## config.mk

```make
export PLATFORM = sky130hd
export DESIGN_NAME = mem_stage_sram
export DESIGN_NICKNAME = d
export VERILOG_FILES = /design/src/rtl/mem_stage_sram.sv
export SDC_FILE = /design/constraint.sdc
export NUM_CORES = 1
export LEC_CHECK = 0
export ABC_CLOCK_PERIOD_IN_PS = 2300
export BUFFER_PORTS_ARGS = -buffer_cell sky130_fd_sc_hd__buf_4
export CAP_MARGIN = 20
export CORE_ASPECT_RATIO = 1.75
export CORE_UTILIZATION = 39
export DETAILED_ROUTE_END_ITERATION = 8
export PLACE_DENSITY = 0.78
export SYNTH_ARGS = -nofsm -noshare
export SYNTH_HDL_FRONTEND = slang
export SYNTH_SLANG_ARGS = --single-unit
```

## constraint.sdc

```tcl
create_clock -name clk -period 2.3 [get_ports clk]
set_input_delay 0.115 -clock clk [delete_from_list [all_inputs] [get_ports clk]]
set_output_delay 0.115 -clock clk [all_outputs]
set_load 0.1 [all_outputs]
```

## src/rtl/mem_stage_sram.sv

```systemverilog
// rtl/mem_stage_sram.sv - MEM-stage 32-bit load/store over a 16-bit external SRAM
// Each access runs as two half-word phases (LO then HI) and stalls the pipeline via ready.
module mem_stage_sram #(
  parameter logic [31:0] BASE_ADDR   = 32'd1024,
  parameter int          WAIT_CYCLES = 2
) (
  input  logic        clk,
  input  logic        rst,
  input  logic        mem_r_en,
  input  logic        mem_w_en,
  input  logic [31:0] address,
  input  logic [31:0] store_val,
  output logic [31:0] read_data,
  output logic        ready,
  output logic [17:0] sram_addr,
  output logic [15:0] sram_dq_out,
  output logic        sram_dq_oe,
  input  logic [15:0] sram_dq_in,
  output logic        sram_we_n,
  output logic        sram_oe_n
);

  typedef enum logic [1:0] {S_IDLE, S_LO, S_HI, S_DONE} state_t;

  localparam logic [3:0] LAST_CNT = 4'(WAIT_CYCLES - 1);

  state_t      state_q, state_d;
  logic [3:0]  cnt_q, cnt_d;
  logic        op_w_q, op_w_d;
  logic [16:0] offset_q, offset_d;
  logic [31:0] store_val_q, store_val_d;
  logic [31:0] read_data_q, read_data_d;

  always_ff @(posedge clk) begin
    if (rst) begin
      state_q     <= S_IDLE;
      cnt_q       <= 4'd0;
      op_w_q      <= 1'b0;
      offset_q    <= 17'd0;
      store_val_q <= 32'd0;
      read_data_q <= 32'd0;
    end else begin
      state_q     <= state_d;
      cnt_q       <= cnt_d;
      op_w_q      <= op_w_d;
      offset_q    <= offset_d;
      store_val_q <= store_val_d;
      read_data_q <= read_data_d;
    end
  end

  always_comb begin
    state_d     = state_q;
    cnt_d       = cnt_q;
    op_w_d      = op_w_q;
    offset_d    = offset_q;
    store_val_d = store_val_q;
    read_data_d = read_data_q;
    ready       = 1'b0;
    case (state_q)
      S_IDLE: begin
        ready = !(mem_r_en || mem_w_en);
        if (mem_r_en || mem_w_en) begin
          // A store wins when both enables are set.
          op_w_d      = mem_w_en;
          offset_d    = 17'((address - BASE_ADDR) >> 2);
          store_val_d = store_val;
          cnt_d       = 4'd0;
          state_d     = S_LO;
        end
      end
      S_LO: begin
        if (cnt_q == LAST_CNT) begin
          cnt_d   = 4'd0;
          state_d = S_HI;
          if (!op_w_q) read_data_d[15:0] = sram_dq_in;
        end else begin
          cnt_d = cnt_q + 4'd1;
        end
      end
      S_HI: begin
        if (cnt_q == LAST_CNT) begin
          cnt_d   = 4'd0;
          state_d = S_DONE;
          if (!op_w_q) read_data_d[31:16] = sram_dq_in;
        end else begin
          cnt_d = cnt_q + 4'd1;
        end
      end
      S_DONE: begin
        ready   = 1'b1;
        state_d = S_IDLE;
      end
      default: state_d = S_IDLE;
    endcase
  end

  // Pad signals depend only on registered state, never on the request inputs.
  always_comb begin
    sram_addr   = 18'd0;
    sram_dq_out = 16'd0;
    sram_dq_oe  = 1'b0;
    sram_we_n   = 1'b1;
    sram_oe_n   = 1'b1;
    if (state_q == S_LO || state_q == S_HI) begin
      sram_addr = {offset_q, state_q == S_HI};
      if (op_w_q) begin
        sram_dq_oe  = 1'b1;
        sram_dq_out = (state_q == S_HI) ? store_val_q[31:16] : store_val_q[15:0];
        // WE rises in the last cycle so address/data stay stable across the edge.
        sram_we_n   = (cnt_q == LAST_CNT);
      end else begin
        sram_oe_n = 1'b0;
      end
    end
  end

  assign read_data = read_data_q;

endmodule

```

==> run summary <==
The run finished with clean final reports. The floorplan step defined a core boundary enclosing 9850 µm². The worst min-delay path endpoint is offset_q[4]. 0 antenna diodes ended up in the layout.

The worst pin sits at a relative slew slack of 0.469. In this run the critical register-to-register path is launched from cnt_q[0]. The maximum buffer depth of the clock tree is 2. The cell sitting at the root of the clock tree is a sky130_fd_sc_hd__clkbuf_16. The total power after layout is 6.33 mW. The vias per cell is 4.94. In this run the horizontal extent of the chip is 78.2 µm. The post-layout worst setup margin came out at 0.129 ns. The part of the cycle the worst path needs is 0.944. After global routing the overflow that remains totals 0. The critical path startpoint is state_q[0]. The max-slew violation count came out at 0. The first TritonRoute pass finished after 4 iterations. At the worst endpoint, the arrival time is 2.06 ns. The final number of hold-violating endpoints is 0. STA classifies the critical path startpoint as a flip-flop. The tightest min-delay check is of the input pin to flip-flop type. The count of port buffers added during placement is 138. The post-synthesis instance total is 459. The worst setup skew after layout came out at 0.00657 ns. The worst setup path is captured at a primary output.

Clock latency on the worst-skew pair, taken at its later pin, is 0.33 ns. The share of the yosys chip area belonging to registers is 0.445. The wire length of the first global-routing pass is 15,600 µm.

Across the VDD grid, the largest voltage drop is 801 µV. For this run, the top clock speed supported by timing is 461 MHz. The number of cells on the worst hold path is 3. The longest individual stage delay on the worst path came out at 0.39 ns.

The largest net degree at the start of global routing came out at 96. In this run the remaining antenna-violating nets after routing total 0. The slowest stage of the critical path belongs to the cell sky130_fd_sc_hd__buf_4.

Measured in cells, the most critical reg-to-reg path has a length of 5. The number of max-cap violations came out at 0. The maximum fanout count along the critical path is 16. In the global route stage, overall resource usage came out at 0.188.

The synthesis warning total came out at 0. The average wire per standard cell came out at 13.4 µm. The floorplan row count came out at 48. The top cell types in the final layout, fill and taps aside, are sky130_fd_sc_hd__buf_4, sky130_fd_sc_hd__dfxtp_1, sky130_fd_sc_hd__nand2_1. The starting density of the core came out at 0.402. For this design the top-level I/O count stands at 154.

The number of sinks handled by clock tree synthesis is 88. The number of global-route vias before repair came out at 3,491. The most used flip-flop cell after synthesis is sky130_fd_sc_hd__dfxtp_1. The number of DRC markers after the initial detailed-route iteration is 109. The leakage power total came out at 2.39 nW. The share of synthesized flip-flops with an asynchronous set or reset is 0. The placed wire-length estimate after detailed placement came out at 7060 µm. The cell that appears most often on the critical path is sky130_fd_sc_hd__buf_4.

The synthesized netlist net count came out at 551. Setup violations remaining at the end of the flow were counted as 0. The count of distinct cell types in the synthesized netlist is 40. The final layout contains routed wiring with a total length of 9570 µm.

The synthesis-to-finish area growth is 39.7%. The clock-pin slew of the registers on the worst-case setup and hold paths is 0.06 ns. The number of enable flip-flop cells after synthesis came out at 0. In this run the most critical hold path is launched from address[6]. TritonCTS built the clock tree. At the worst endpoint, the required time is 2.18 ns.

The total power density per cell area came out at 1140 nW/µm². Leaving out fill and tap cells, the most frequent cell in the layout is sky130_fd_sc_hd__buf_4. Setup repair after global routing left no endpoint under its margin. The post-CTS repair timing setup buffer count is 0. The final RePlAce weighted congestion is 0.779. In this run the critical register-to-register path is captured at read_data[21].

The CTS H-tree depth is 3. The post-placement worst setup slack is 0.264 ns. The mean cell area of the mapped netlist is 8.63 µm². The share of layout cells above drive strength 1 is 0.324. The count of fill cells added during filler insertion is 911. After detailed routing, the number of remaining DRC violations is 0. The post-synthesis register bit count is 88. After the last flow step, the layout net total stands at 679. The die is 135 µm tall. The setup slack on the worst flop-to-flop path came out at 0.27 ns.

Traced cell by cell, the critical path runs through inv_1, ha_1, nand2_1, buf_4, nor2_2, buf_4. The synthesized cell area is 3960 µm². The minimum period implied by the final worst setup slack is 2.17 ns. The number of buffers created by CTS is 9. The area of the die came out at 10,600 µm².

The worst setup path is of the flip-flop to primary output kind. The initial antenna violation count came out at 0. The total number of vias came out at 3,541.

For the pin with the worst max-slew slack, the measured transition is 0.797 ns.
[critical path: cells and delay by family, from the launching register on]
kind,cells,cell delay [ns]
fa+ha+maj,1,0.35
flops,1,0.38
buf+inv,3,0.73
simple gates,2,0.23
[sequential cells by signal, summed over array words and instances, names as in the netlist]
register,count
cnt_q,4
offset_q,17
op_w_q,1
read_data,32
state_q,2
store_val_q,32
[synthesized netlist by cell type, drive strengths merged, types with 2 or more instances]
cell / number / area [µm²]
nand2: 84 / 315
and2: 17 / 106
dfxtp: 88 / 1760
clkbuf: 23 / 86.3
nor2: 29 / 109
ha: 8 / 100
mux2i: 50 / 500
nor2b: 2 / 12.5
nand2b: 52 / 325
inv: 7 / 26.3
or3b: 3 / 26.3
o31ai: 2 / 15.0
nor3b: 3 / 22.5
a21oi: 45 / 225
a311oi: 2 / 17.5
o21ai: 4 / 20.0
nand3: 2 / 10.0
nor4: 4 / 25.0
xnor2: 2 / 17.5
buf: 9 / 65.1
and4: 2 / 17.5
nand4: 2 / 12.5
nand4b: 2 / 17.5
a211oi: 7 / 52.6
[routing by layer]
metal	GRT usage	vias up	share of wire
met4	0.0977	0	0.028
li1	-	1775	-
met2	0.349	121	0.53
met3	0.0418	15	0.053
met5	0	-	0
met1	0.192	1630	0.39
[timing repair]
item / in CTS / in global routing
setup endpoints to repair: 1 / 0
endpoints found under the hold margin: 1 / 0
gates resized for setup: 1 / 0
hold buffers: 1 / 0
[stage by stage]
| step | util | hold slack, ns | setup TNS, ns | cells | cell area (µm²) |
|---|---|---|---|---|---|
| 2_1_floorplan | - | 0.211 | -0.155 | 459 | 4080 |
| 3_3_place_gp | 0.528 | 0.334 | 0 | 699 | 5200 |
| 3_5_place_dp | 0.528 | 0.341 | 0 | 699 | 5200 |
| 4_1_cts | 0.560 | 0.0114 | 0 | 716 | 5520 |
| 5_1_grt | 0.562 | 0.0151 | 0 | 717 | 5540 |
| 6_report | 0.562 | 0.0251 | 0 | 717 | 5540 |
[cells by family (layout without fill, tap and decap cells)]
group / Yosys count / after routing / share of synthesized area
compound gates: 64 / 64 / 0.0910
flops: 88 / 88 / 0.445
buf+inv: 39 / 172 / 0.0449
simple gates: 207 / 207 / 0.261
mux: 50 / 50 / 0.126
xor+xnor: 3 / 3 / 0.00663
fa+ha+maj: 8 / 8 / 0.0253
[layout make-up]
cell class                      instances  area, µm²  share of cell area
Multi-Input combinational cell        332       2160               0.389
Clock buffer                            9        225              0.0407
Sequential cell                        88       1760               0.318
Inverter                                7       30.0             0.00542
Clock inverter                          7       72.6              0.0131
Tap cell                              125        156              0.0283
Timing Repair Buffer                  149       1130               0.205
[how the worst max path moves through the flow]
| stage | cells past startpoint | to | slack (ns) |
|---|---|---|---|
| 3_5_place_dp | 5 | read_data[21] | 0.26 |
| 2_1_floorplan | 6 | sram_dq_out[10] | -0.02 |
| 3_3_place_gp | 5 | read_data[16] | 0.35 |
| 5_1_grt | 6 | sram_dq_out[2] | 0.01 |
| 4_1_cts | 6 | sram_dq_out[15] | 0.10 |
| 6_report | 6 | sram_dq_out[15] | 0.13 |
[where the power goes]
group          switching (mW)  internal [mW]
combinational            2.15          0.848
sequential              0.131           1.77
clock                   0.594          0.840
No activity file was read; power rests on OpenSTA's default activity.
